## src/rtl/game_round_controller.sv

```systemverilog
// Session sequencer above the per-round master FSM: start, scoring, levels, lives, game over.
// Optional build macro GAME_ROUND_BONUS_LIFE_EN grants an extra life on every level-up.
module game_round_controller #(
    parameter int START_LIVES      = 3,
    parameter int MAX_LIVES        = 7,
    parameter int LIVES_W          = 3,
    parameter int SCORE_W          = 8,
    parameter int WINS_PER_LEVEL   = 4,
    parameter int MAX_LEVEL        = 7,
    parameter int LEVEL_W          = 3,
    parameter int BASE_SPEED       = 1,
    parameter int SPEED_STEP       = 1,
    parameter int SPEED_W          = 4,
    parameter int GAME_OVER_CYCLES = 100
) (
    input  logic               clk,
    input  logic               reset,
    input  logic               key,
    input  logic               round_done,
    input  logic               round_won,
    output logic               game_enable,
    output logic               new_game,
    output logic [LEVEL_W-1:0] level,
    output logic [SPEED_W-1:0] target_speed,
    output logic [SCORE_W-1:0] score,
    output logic [LIVES_W-1:0] lives,
    output logic               game_over,
    output logic [2:0]         state_o
);

    localparam logic [2:0] ST_ATTRACT  = 3'd0;
    localparam logic [2:0] ST_NEW_GAME = 3'd1;
    localparam logic [2:0] ST_PLAY     = 3'd2;
    localparam logic [2:0] ST_UPDATE   = 3'd3;
    localparam logic [2:0] ST_GAMEOVER = 3'd4;

    localparam int TIMER_W  = $clog2(GAME_OVER_CYCLES);
    localparam int STREAK_W = (WINS_PER_LEVEL > 1) ? $clog2(WINS_PER_LEVEL) : 1;
    localparam int WIDE_W   = SPEED_W + LEVEL_W + 1;
    localparam int START_CLAMP = (START_LIVES > MAX_LIVES) ? MAX_LIVES : START_LIVES;

    localparam logic [TIMER_W-1:0]  TIMER_LOAD  = TIMER_W'(GAME_OVER_CYCLES - 1);
    localparam logic [STREAK_W-1:0] STREAK_TOP  = STREAK_W'(WINS_PER_LEVEL - 1);
    localparam logic [LEVEL_W-1:0]  LEVEL_MAX   = LEVEL_W'(MAX_LEVEL);
    localparam logic [LIVES_W-1:0]  LIVES_START = LIVES_W'(START_CLAMP);
    localparam logic [SCORE_W-1:0]  SCORE_MAX   = {SCORE_W{1'b1}};
    localparam logic [WIDE_W-1:0]   SPEED_SAT   = WIDE_W'({SPEED_W{1'b1}});
`ifdef GAME_ROUND_BONUS_LIFE_EN
    localparam logic [LIVES_W-1:0]  LIVES_MAX   = LIVES_W'(MAX_LIVES);
`endif

    logic [2:0]          state_q,  state_d;
    logic [SCORE_W-1:0]  score_q,  score_d;
    logic [LEVEL_W-1:0]  level_q,  level_d;
    logic [LIVES_W-1:0]  lives_q,  lives_d;
    logic [STREAK_W-1:0] streak_q, streak_d;
    logic [TIMER_W-1:0]  timer_q,  timer_d;
    logic                won_q,    won_d;
    logic                key_q;
    logic                key_rise;
    logic [WIDE_W-1:0]   speed_wide;

    // Only the press edge starts a game, so a held key cannot chain sessions.
    assign key_rise = key & ~key_q;

    always_comb begin
        state_d  = state_q;
        score_d  = score_q;
        level_d  = level_q;
        lives_d  = lives_q;
        streak_d = streak_q;
        timer_d  = timer_q;
        won_d    = won_q;

        case (state_q)
            ST_ATTRACT: begin
                if (key_rise) begin
                    state_d = ST_NEW_GAME;
                end
            end

            ST_NEW_GAME: begin
                score_d  = '0;
                level_d  = '0;
                streak_d = '0;
                lives_d  = LIVES_START;
                state_d  = ST_PLAY;
            end

            ST_PLAY: begin
                if (round_done) begin
                    won_d   = round_won;
                    state_d = ST_UPDATE;
                end
            end

            ST_UPDATE: begin
                if (won_q) begin
                    if (score_q != SCORE_MAX) begin
                        score_d = score_q + 1'b1;
                    end
                    if (streak_q == STREAK_TOP) begin
                        streak_d = '0;
                        if (level_q != LEVEL_MAX) begin
                            level_d = level_q + 1'b1;
`ifdef GAME_ROUND_BONUS_LIFE_EN
                            if (lives_q != LIVES_MAX) begin
                                lives_d = lives_q + 1'b1;
                            end
`endif
                        end
                    end else begin
                        streak_d = streak_q + 1'b1;
                    end
                    state_d = ST_PLAY;
                end else begin
                    streak_d = '0;
                    if (lives_q <= LIVES_W'(1)) begin
                        lives_d = '0;
                        timer_d = TIMER_LOAD;
                        state_d = ST_GAMEOVER;
                    end else begin
                        lives_d = lives_q - 1'b1;
                        state_d = ST_PLAY;
                    end
                end
            end

            ST_GAMEOVER: begin
                // Timer was loaded with N-1 on entry, so this state lasts exactly N cycles.
                if (timer_q == '0) begin
                    state_d = ST_ATTRACT;
                end else begin
                    timer_d = timer_q - 1'b1;
                end
            end

            default: begin
                state_d = ST_ATTRACT;
            end
        endcase
    end

    always_ff @(posedge clk or posedge reset) begin
        if (reset) begin
            state_q  <= ST_ATTRACT;
            score_q  <= '0;
            level_q  <= '0;
            lives_q  <= '0;
            streak_q <= '0;
            timer_q  <= '0;
            won_q    <= 1'b0;
            key_q    <= 1'b0;
        end else begin
            state_q  <= state_d;
            score_q  <= score_d;
            level_q  <= level_d;
            lives_q  <= lives_d;
            streak_q <= streak_d;
            timer_q  <= timer_d;
            won_q    <= won_d;
            key_q    <= key;
        end
    end

    // Wide intermediate keeps the product exact before saturating into SPEED_W bits.
    assign speed_wide = WIDE_W'(BASE_SPEED) + WIDE_W'(level_q) * WIDE_W'(SPEED_STEP);
    assign target_speed = (speed_wide > SPEED_SAT) ? {SPEED_W{1'b1}} : speed_wide[SPEED_W-1:0];

    assign game_enable = (state_q == ST_PLAY) || (state_q == ST_UPDATE);
    assign new_game    = (state_q == ST_NEW_GAME);
    assign game_over   = (state_q == ST_GAMEOVER);
    assign score       = score_q;
    assign level       = level_q;
    assign lives       = lives_q;
    assign state_o     = state_q;

endmodule

```

## config.mk

```make
export PLATFORM = sky130hd
export DESIGN_NAME = game_round_controller
export DESIGN_NICKNAME = d
export VERILOG_FILES = /design/src/rtl/game_round_controller.sv
export SDC_FILE = /design/constraint.sdc
export NUM_CORES = 1
export LEC_CHECK = 0
export BUFFER_PORTS_ARGS = -buffer_cell sky130_fd_sc_hd__buf_2
export CAP_MARGIN = 20
export CORE_MARGIN = 10
export CORE_UTILIZATION = 43
export DETAILED_ROUTE_END_ITERATION = 12
export PLACE_DENSITY_LB_ADDON = 0.1
export SLEW_MARGIN = 30
export SYNTH_ARGS = -nofsm -noshare
export SYNTH_HDL_FRONTEND = slang
export SYNTH_SLANG_ARGS = --single-unit
export TNS_END_PERCENT = 1
```

## constraint.sdc

```tcl
create_clock -name clk -period 2.19 [get_ports clk]
set_input_delay 0.3285 -clock clk [delete_from_list [all_inputs] [get_ports clk]]
set_output_delay 0.3285 -clock clk [all_outputs]
set_load 0.01 [all_outputs]
```

==> flow_summary_export.csv, run 1 <==
group,metric,value,unit
clock_tree,cts_resized,0,
clock_tree,htree_levels,1,
detailed_routing,drc,0,
finish,layout.nets,196,
floorplan,io_pins,29,
setup_path,cp_num_cells,3,
synthesis,synth-edff-count,0,
synthesis,ys_seq_area_frac,0.4575,
timing,rsz0062_at_grt,"no",
clock_tree,cts.sinks,28,
setup_path,crit_buf_inv,2,
pwr,irDropWorstVdd,0.0005216,V
run_status,outcome,"completed",
setup_path,critPathKind,"reg -> out",
finish,area_delta_synth_final,16.83,%
job,drv_cap,0,
global_route,grt_antenna_before_repair,0,
clock_tree,ctsRootBufferMaster,"clkbuf_4",
finish,drive_above_1_share,0.2637,
global_route,grt_max_degree,29,
timing,worst_pin_slew,359.1,ps
floorplan,dieWidth,79.68,um
setup_path,r2r_cells,4,
min_path,hp-class,"in -> async",
clock_tree,clkLatencyLatePin,330,ps
detailed_routing,wire_per_inst,14.39,um
synthesis,syn_inst,150,
synthesis,synth_seq_cells,28,
floorplan,dieHeight,79.68,um
setup_path,crit_fanout,10,
setup_path,path_delay_family,"flip-flops",
setup_path,slowest_stage,"dfrtp_1",
clock_tree,clockBufferDepth,2,
synthesis,synth_nets,163,
synthesis,ys_types,48,
timing,hold_slack,37.51,ps
finish,antennaDiodeCount,0,
synthesis,syn_area_per_cell,10.21,um^2
setup_path,crit_path_max_incr_delay,510,ps
setup_path,endpoint_kind,"primary output",
setup_path,cp.required,1860,ps
detailed_routing,wl,3.281,mm
floorplan,core,3390,um^2
setup_path,cp_cell_sequence,"or3b_1 > inv_2 > buf_2",
global_route,grt_pass1_wl,5.713,mm
detailed_routing,antenna_left,0,
clock_tree,ctsHoldBuffers,0,
synthesis,ys.flop_type,"dfrtp_1",
timing,fmax,535.6,MHz
synthesis,async_flop_share,1.000,
detailed_routing,num_vias,1246,
timing,clock_skew,14.09,ps
detailed_routing,drt_iter0_drc,90,
floorplan,placement_rows,21,
floorplan,initial_core_util,0.4518,
setup_path,arrival,1540,ps
detailed_routing,viasPerCell,5.465,
pwr,p_per_area,1152,nW/um^2
global_route,grt_use_total,0.1091,
global_route,grt_pass1_vias,1257,
timing,period_share,0.8525,
timing,post-route-min-period,1867,ps
pwr,total_power,2.060,mW
timing,hold_viol_final,0,
placement,place_congestion,0.7571,
placement,port_buffers,28,
synthesis,synth.cell_area,1531,um^2
synthesis,yosysWarnings,0,
placement,dp_hpwl,2.507,mm
clock_tree,clkTransAtPathRegs,160,ps
global_route,grt_overflow,0,
setup_path,cp-start-kind,"flip-flop",
timing,slew_headroom,0.7581,
clock_tree,post-cts-setup-buffer-count,0,
finish,finish.utilization,0.5279,
timing,tns,0,ps
pwr,leakagePower,0.9003,nW
finish,post-route-cell-area,1789,um^2
clock_tree,numCtsBuffers,3,
timing,drv_slew,0,
clock_tree,cts_tree,"built",
placement,place_area,1737,um^2
timing,setup_viol,0,
detailed_routing,drtPass1Iterations,4,
floorplan,die_area,6349,um^2
==> through the flow <==
step                std cells  setup WS, ps
floorplan                 150         534.1
global placement          224         511.5
detailed placement        224         468.2
CTS                       228         291.5
global route              228         223.6
finish                    228         323.0
==> cell families after synthesis <==
family / Yosys count / synth area share
AO/OA/AOI/OAI: 34 / 0.1552
buffers and inverters: 14 / 0.04411
multiplexers: 6 / 0.04167
flip-flops: 28 / 0.4575
AND/OR/NAND/NOR: 57 / 0.2190
adder cells (fa/ha/maj): 8 / 0.06536
XOR/XNOR: 3 / 0.01716
==> cell type report <==
type | instances | area [um^2]
multi-input cells | 108 | 763.2
clock inverters | 1 | 30.03
repair buffers | 34 | 185.2
flip-flops and latches | 28 | 700.7
well taps | 46 | 57.56
fillers | 322 | 1600
inverters | 8 | 30.03
clock buffers | 3 | 22.52
==> state kept, by name, summed over array words and instances, names as in the netlist <==
signal,cells
level,3
state_o,3
streak_q,2
score,8
lives,3
key_q,1
timer_q,7
won_q,1
==> synth_stat cells, drive strengths merged, types with 2 or more instances <==
| master | number | area share |
|---|---|---|
| a211oi | 5 | 0.025 |
| a21oi | 5 | 0.016 |
| a22o | 3 | 0.017 |
| a31oi | 3 | 0.012 |
| and3 | 7 | 0.029 |
| and4 | 2 | 0.011 |
| buf | 3 | 0.017 |
| clkbuf | 3 | 0.0074 |
| dfrtp | 28 | 0.46 |
| ha | 8 | 0.065 |
| inv | 8 | 0.020 |
| mux2 | 3 | 0.022 |
| mux2i | 3 | 0.020 |
| nand2 | 8 | 0.020 |
| nand2b | 2 | 0.0082 |
| nand3 | 5 | 0.016 |
| nand3b | 2 | 0.0098 |
| nor2 | 10 | 0.025 |
| nor2b | 2 | 0.0082 |
| nor3 | 6 | 0.020 |
| o21ai | 6 | 0.020 |
| o21bai | 2 | 0.0098 |
| or3b | 3 | 0.017 |
| xnor2 | 2 | 0.011 |
==> cells in the final DEF, fill, tap and decap left out, types with 2 or more instances in the layout <==
cell	n
buf_2	28
dfrtp_1	28
nor2_1	10
nand2_1	8
ha_1	8
and3_1	7
inv_1	7
nor3_1	6
o21ai_0	6
buf_4	6
nand3_1	5
a21oi_1	5
a211oi_1	5
a31oi_1	3
mux2i_1	3
mux2_2	3
a22o_1	3
clkbuf_4	3
and4_1	2
nand3b_1	2
nand2b_1	2
nor2b_1	2
xnor2_1	2
or3b_2	2
o21bai_1	2
==> per-layer routing <==
metal | vias up | GRT usage | part of all wire
li1 | 616 | - | -
met1 | 602 | 0.1375 | 0.47
met2 | 26 | 0.1650 | 0.45
met3 | 2 | 0.04617 | 0.078
met4 | 0 | 0.03226 | 0.0067
met5 | - | 0 | 0
==> worst reg2reg max path, delay by kind of cell, from the launching register on <==
family          cells  cell delay [ps]
compound gates      1              170
flops               1              540
mux                 1              380
simple gates        2              540
==> path summary, 6_finish.rpt <==
| path | from | slack (ps) | end |
|---|---|---|---|
| worst max register to register | state_o[1]$_DFFE_PP0P_ | 450 | level[1]$_DFFE_PP0P_ |
| worst min-delay path | reset | 40 | level[0]$_DFFE_PP0P_ |
| worst max-delay path | state_o[1]$_DFFE_PP0P_ | 320 | game_over |
| min in group clk | key | 110 | key_q$_DFF_PP0_ |
| max in group asynchronous | reset | 1870 | won_q$_DFFE_PP0P_ |
| worst min register to register | key_q$_DFF_PP0_ | 530 | state_o[0]$_DFFE_PP0P_ |
==> power breakdown <==
part | total, mW | internal [mW] | switching (mW)
clock network | 0.338 | 0.185 | 0.153
registers | 0.899 | 0.681 | 0.218
logic | 0.823 | 0.394 | 0.429
total | 2.06 | 1.26 | 0.800
(Power assumes the default switching activity.)
==> inputs of run 2 (changes only) <==
--- a/config.mk
+++ b/config.mk
@@ -7,6 +7,7 @@
 export LEC_CHECK = 0
 export BUFFER_PORTS_ARGS = -buffer_cell sky130_fd_sc_hd__buf_2
 export CAP_MARGIN = 20
+export CORE_ASPECT_RATIO = 0.7
 export CORE_MARGIN = 10
 export CORE_UTILIZATION = 43
 export DETAILED_ROUTE_END_ITERATION = 12
==> flow_summary_export.csv, run 2 (synthesis gave the netlist of run 1 again) <==
group,metric,value,unit
setup_path,crit_fanout,5,
min_path,hp-class,"in -> async",
finish,largest_reg_flops,8,
clock_tree,clockBufferDepth,2,
clock_tree,numCtsBuffers,3,
detailed_routing,drt_iter0_drc,97,
timing,worst_pin_slew,416.3,ps
job,drv_cap,0,
timing,drv_slew,0,
placement,dp_hpwl,2.576,mm
floorplan,core,3468,um^2
timing,post-route-min-period,1859,ps
timing,tns,0,ps
setup_path,endpoint_kind,"flip-flop",
floorplan,dieWidth,91.33,um
clock_tree,clkLatencyLatePin,270,ps
timing,period_share,0.8487,
timing,fmax,538.0,MHz
detailed_routing,drtPass1Iterations,4,
clock_tree,cts.sinks,28,
clock_tree,cts_tree,"built",
floorplan,dieHeight,69.93,um
global_route,grt_pass1_wl,5.947,mm
finish,area_delta_synth_final,16.83,%
detailed_routing,viasPerCell,5.403,
clock_tree,cts_resized,0,
pwr,p_per_area,1148,nW/um^2
clock_tree,ctsHoldBuffers,0,
setup_path,arrival,2020,ps
setup_path,crit-reg2reg-launch,"timer_q[0]$_DFFE_PP0P_",
timing,setup_viol,0,
floorplan,die_area,6387,um^2
clock_tree,ctsRootBufferMaster,"clkbuf_8",
finish,drive_above_1_share,0.2597,
timing,hold_viol_final,0,
global_route,grt_pass1_vias,1179,
timing,hold_slack,110.9,ps
global_route,grt_overflow,0,
global_route,grt_use_total,0.1091,
finish,layout.nets,195,
setup_path,cp-start-kind,"flip-flop",
clock_tree,clkTransAtPathRegs,90,ps
finish,num-fill-cells,344,
timing,slew_headroom,0.7218,
global_route,grt_max_degree,29,
detailed_routing,wire_per_inst,14.58,um
detailed_routing,drc,0,
finish,final_cell_mix,"buf_2 (28), dfrtp_1 (28), nor2_1 (10), nand2_1 (8), ha_1 (8)",
clock_tree,post-cts-setup-buffer-count,0,
setup_path,cp-startpoint,"timer_q[0]$_DFFE_PP0P_",
run_status,outcome,"completed",
timing,clock_skew,2.712,ps
clock_tree,htree_levels,1,
pwr,leakagePower,0.8960,nW
placement,place_congestion,0.8099,
placement,port_buffers,28,
timing,rsz0062_at_grt,"no",
global_route,grt_antenna_before_repair,0,
detailed_routing,wl,3.368,mm
detailed_routing,antenna_left,0,
detailed_routing,num_vias,1248,
floorplan,placement_rows,18,
floorplan,io_pins,29,
setup_path,critPathKind,"reg -> reg",
floorplan,initial_core_util,0.4416,
setup_path,cp.required,2350,ps
finish,antennaDiodeCount,0,
pwr,irDropWorstVdd,0.0005536,V
## run 2: cell count changes in the layout (fill, tap and decap cells not counted), sizes merged
cell	before	now
buf	34	33
clkbuf	3	4
bufinv	1	0
## run 2: final timing paths
path                                          endpoint  slack (ps)  cells after the start
worst min-delay path              level[0]$_DFFE_PP0P_         110                      3
min in group clk                       key_q$_DFF_PP0_         160                      1
worst min register to register  state_o[0]$_DFFE_PP0P_         520                      2
worst max-delay path            timer_q[1]$_DFFE_PP0P_         330                      6
worst max register to register  timer_q[1]$_DFFE_PP0P_         330                      6
max in group asynchronous         score[1]$_DFFE_PP0P_        1820                      3
## run 2: worst max-delay path, stage by stage, from the launching register on
cell and delay, ps:
dfrtp_1 380, inv_1 130, ha_1 210, nor3b_1 390, a21oi_1 180, or2_2 320, a2bb2oi_1 130
## run 2: per-stage QoR
stage          std cells  setup WS [ps]  cell area (um^2)    util  power (mW)
6_report             231          331.4              1789  0.5159       2.054
5_1_grt              231          132.2              1789  0.5159       2.256
4_1_cts              231          336.0              1789  0.5159       2.079
3_5_place_dp         227          359.6              1734  0.5000       1.751
3_3_place_gp         227          443.4              1734  0.5000       1.718
2_1_floorplan        150          534.1              1531       -       1.462
## run 2: power by group
part	switching [mW]	internal (mW)	leakage, nW	total (mW)
clock	0.161	0.161	0.0288	0.322
sequential	0.200	0.683	0.353	0.883
combinational	0.455	0.394	0.514	0.849
total	0.816	1.24	0.896	2.05
## run 2: layout make-up
cell class	instances	area [um^2]	area share
multi-input combinational	108	763.2	0.4266
sequential	28	700.7	0.3916
timing repair buffer	33	177.7	0.09930
tap	50	62.56	0.03496
clock buffer	4	55.05	0.03077
inverter	8	30.03	0.01678
## run 2: per-layer routing
layer	part of all wire	global-route usage	wire (um)
met5	0	0	0
met4	0.0039	0.01733	13
met3	0.081	0.04482	273
met2	0.41	0.1640	1378
met1	0.51	0.1449	1702
==> inputs of run 3 (changes only) <==
==> constraint.sdc (replaced) <==
create_clock -name clk -period 1.9 [get_ports clk]
set_input_delay 0.285 -clock clk [delete_from_list [all_inputs] [get_ports clk]]
set_output_delay 0.285 -clock clk [all_outputs]
set_load 0.01 [all_outputs]
==> flow_summary_export.csv, run 3 (synthesis gave the netlist of run 1 again) <==
group,metric,value,unit
run_status,outcome,"completed",
placement,place_congestion,0.8382,
floorplan,placement_rows,18,
placement,port_buffers,28,
global_route,grt_max_degree,29,
clock_tree,ctsRootBufferMaster,"clkbuf_8",
timing,period_share,0.9391,
pwr,pwr-share-comb,0.435,
floorplan,dieHeight,69.93,um
setup_path,cp_cell_sequence,"or2b_4 > buf_4 > nor2_1 > buf_2",
detailed_routing,wl,3.560,mm
detailed_routing,num_vias,1257,
global_route,grt_overflow,0,
clock_tree,cts_tree,"built",
setup_path,crit-reg2reg-launch,"timer_q[0]$_DFFE_PP0P_",
floorplan,die_area,6387,um^2
pwr,leakagePower,0.9154,nW
timing,slew_headroom,0.7159,
timing,post-route-min-period,1784,ps
timing,fin_ws,115.8,ps
min_path,hp-class,"in -> async",
clock_tree,ctsHoldBuffers,0,
timing,clock_skew,0.9716,ps
detailed_routing,drtPass1Iterations,4,
setup_path,worst_r2r_endpoint,"timer_q[1]$_DFFE_PP0P_",
global_route,gr-usage-met3,0.03629,
global_route,busiest_layer,"met2",
finish,layout.nets,199,
global_route,grt_pass1_wl,6.078,mm
floorplan,dieWidth,91.33,um
setup_path,endpoint_kind,"primary output",
global_route,use_met2,0.1632,
global_route,grt_pass1_vias,1215,
clock_tree,clkLatencyLatePin,270,ps
timing,rsz0062_at_grt,"no",
clock_tree,numCtsBuffers,3,
global_route,grt_use_total,0.1127,
setup_path,cp-start-kind,"flip-flop",
pwr,p_sw_frac,0.3955,
pwr,p_seq_frac,0.414,
pwr,p_per_area,1334,nW/um^2
clock_tree,htree_levels,1,
setup_path,cp-startpoint,"state_o[2]$_DFFE_PP0P_",
setup_path,critPathKind,"reg -> out",
setup_path,arrival,1500,ps
placement,place_area,1764,um^2
finish,final_cell_mix,"buf_2 (28), dfrtp_1 (27), nor2_1 (10), buf_4 (9)",
pwr,p_clk_frac,0.152,
setup_path,reg2reg_slack,130,ps
finish,area_delta_synth_final,19.12,%
detailed_routing,wire_per_inst,15.15,um
clock_tree,cts_resized,0,
finish,largest_reg_flops,8,
finish,antennaDiodeCount,0,
detailed_routing,viasPerCell,5.349,
clock_tree,clockBufferDepth,2,
global_route,grt_antenna_before_repair,0,
placement,dp_hpwl,2.730,mm
timing,setup_viol,0,
global_route,use_met1,0.1617,
detailed_routing,antenna_left,0,
pwr,p_int,1.471,mW
detailed_routing,drt_iter0_drc,142,
finish,post-route-cell-area,1824,um^2
pwr,p_sw,0.9624,mW
timing,hold_slack,60.47,ps
detailed_routing,drc,0,
clock_tree,post-cts-setup-buffer-count,0,
setup_path,path_delay_family,"flip-flops",
placement,place_ws,154.1,ps
finish,final_common_cell,"buf_2",
floorplan,initial_core_util,0.4416,
setup_path,crit_fanout,10,
clock_tree,clkTransAtPathRegs,90,ps
timing,worst_pin_slew,421.7,ps
setup_path,crit_path_max_incr_delay,480,ps
setup_path,cp_num_cells,4,
setup_path,cp.required,1620,ps
timing,hold_viol_final,0,
setup_path,cp-endpoint,"new_game",
clock_tree,cts.sinks,28,
timing,tns,0,ps
setup_path,slowest_stage,"dfrtp_2",
timing,fmax,560.5,MHz
setup_path,r2r_cells,6,
floorplan,core,3468,um^2
job,drv_cap,0,
finish,drive_above_1_share,0.2865,
timing,drv_slew,0,
finish,num-fill-cells,368,
floorplan,io_pins,29,
setup_path,crit_buf_inv,2,
pwr,irDropWorstVdd,0.0007192,V
pwr,total_power,2.433,mW
run 3: worst min-delay path by stage:
stage,startpoint,endpoint,slack (ps)
2_1_floorplan,key,key_q$_DFF_PP0_,320
3_3_place_gp,reset,timer_q[3]$_DFFE_PP0P_,370
3_5_place_dp,reset,level[1]$_DFFE_PP0P_,380
6_report,reset,timer_q[4]$_DFFE_PP0P_,60
4_1_cts,reset,level[1]$_DFFE_PP0P_,80
5_1_grt,reset,timer_q[4]$_DFFE_PP0P_,90
run 3: per-stage QoR:
| stage | std cells | util |
|---|---|---|
| 3_5_place_dp | 231 | 0.5087 |
| 4_1_cts | 235 | 0.5245 |
| 2_1_floorplan | 150 | - |
| 6_report | 235 | 0.5260 |
| 3_3_place_gp | 231 | 0.5087 |
| 5_1_grt | 235 | 0.5260 |
run 3: area by class of cell:
cell class | instances | area [um^2] | share of cell area
clock buffer | 4 | 55.05 | 0.03018
inverter | 8 | 30.03 | 0.01646
multi-input combinational | 108 | 767.0 | 0.4204
sequential | 28 | 701.9 | 0.3848
tap | 50 | 62.56 | 0.03429
timing repair buffer | 37 | 207.7 | 0.1139
run 3: tightest hold or removal path, cell delays in order:
cell	delay (ps)
buf_2	90
inv_1	40
buf_4	330
run 3: layer usage:
metal	routed length [um]	share of wire	up-vias
met5	0	0	-
met4	13	0.0037	0
met3	152	0.043	2
met2	1522	0.43	25
met1	1872	0.53	608
li1	-	-	622
run 3: power by group through the flow:
stage          sequential [mW]  combinational, mW  clock [mW]
5_1_grt                   1.04               1.19       0.404
3_3_place_gp              1.00               1.03           0
4_1_cts                   1.00               1.06       0.378
3_5_place_dp              1.02               1.06           0
6_report                  1.01               1.06       0.369
2_1_floorplan             1.02              0.664           0
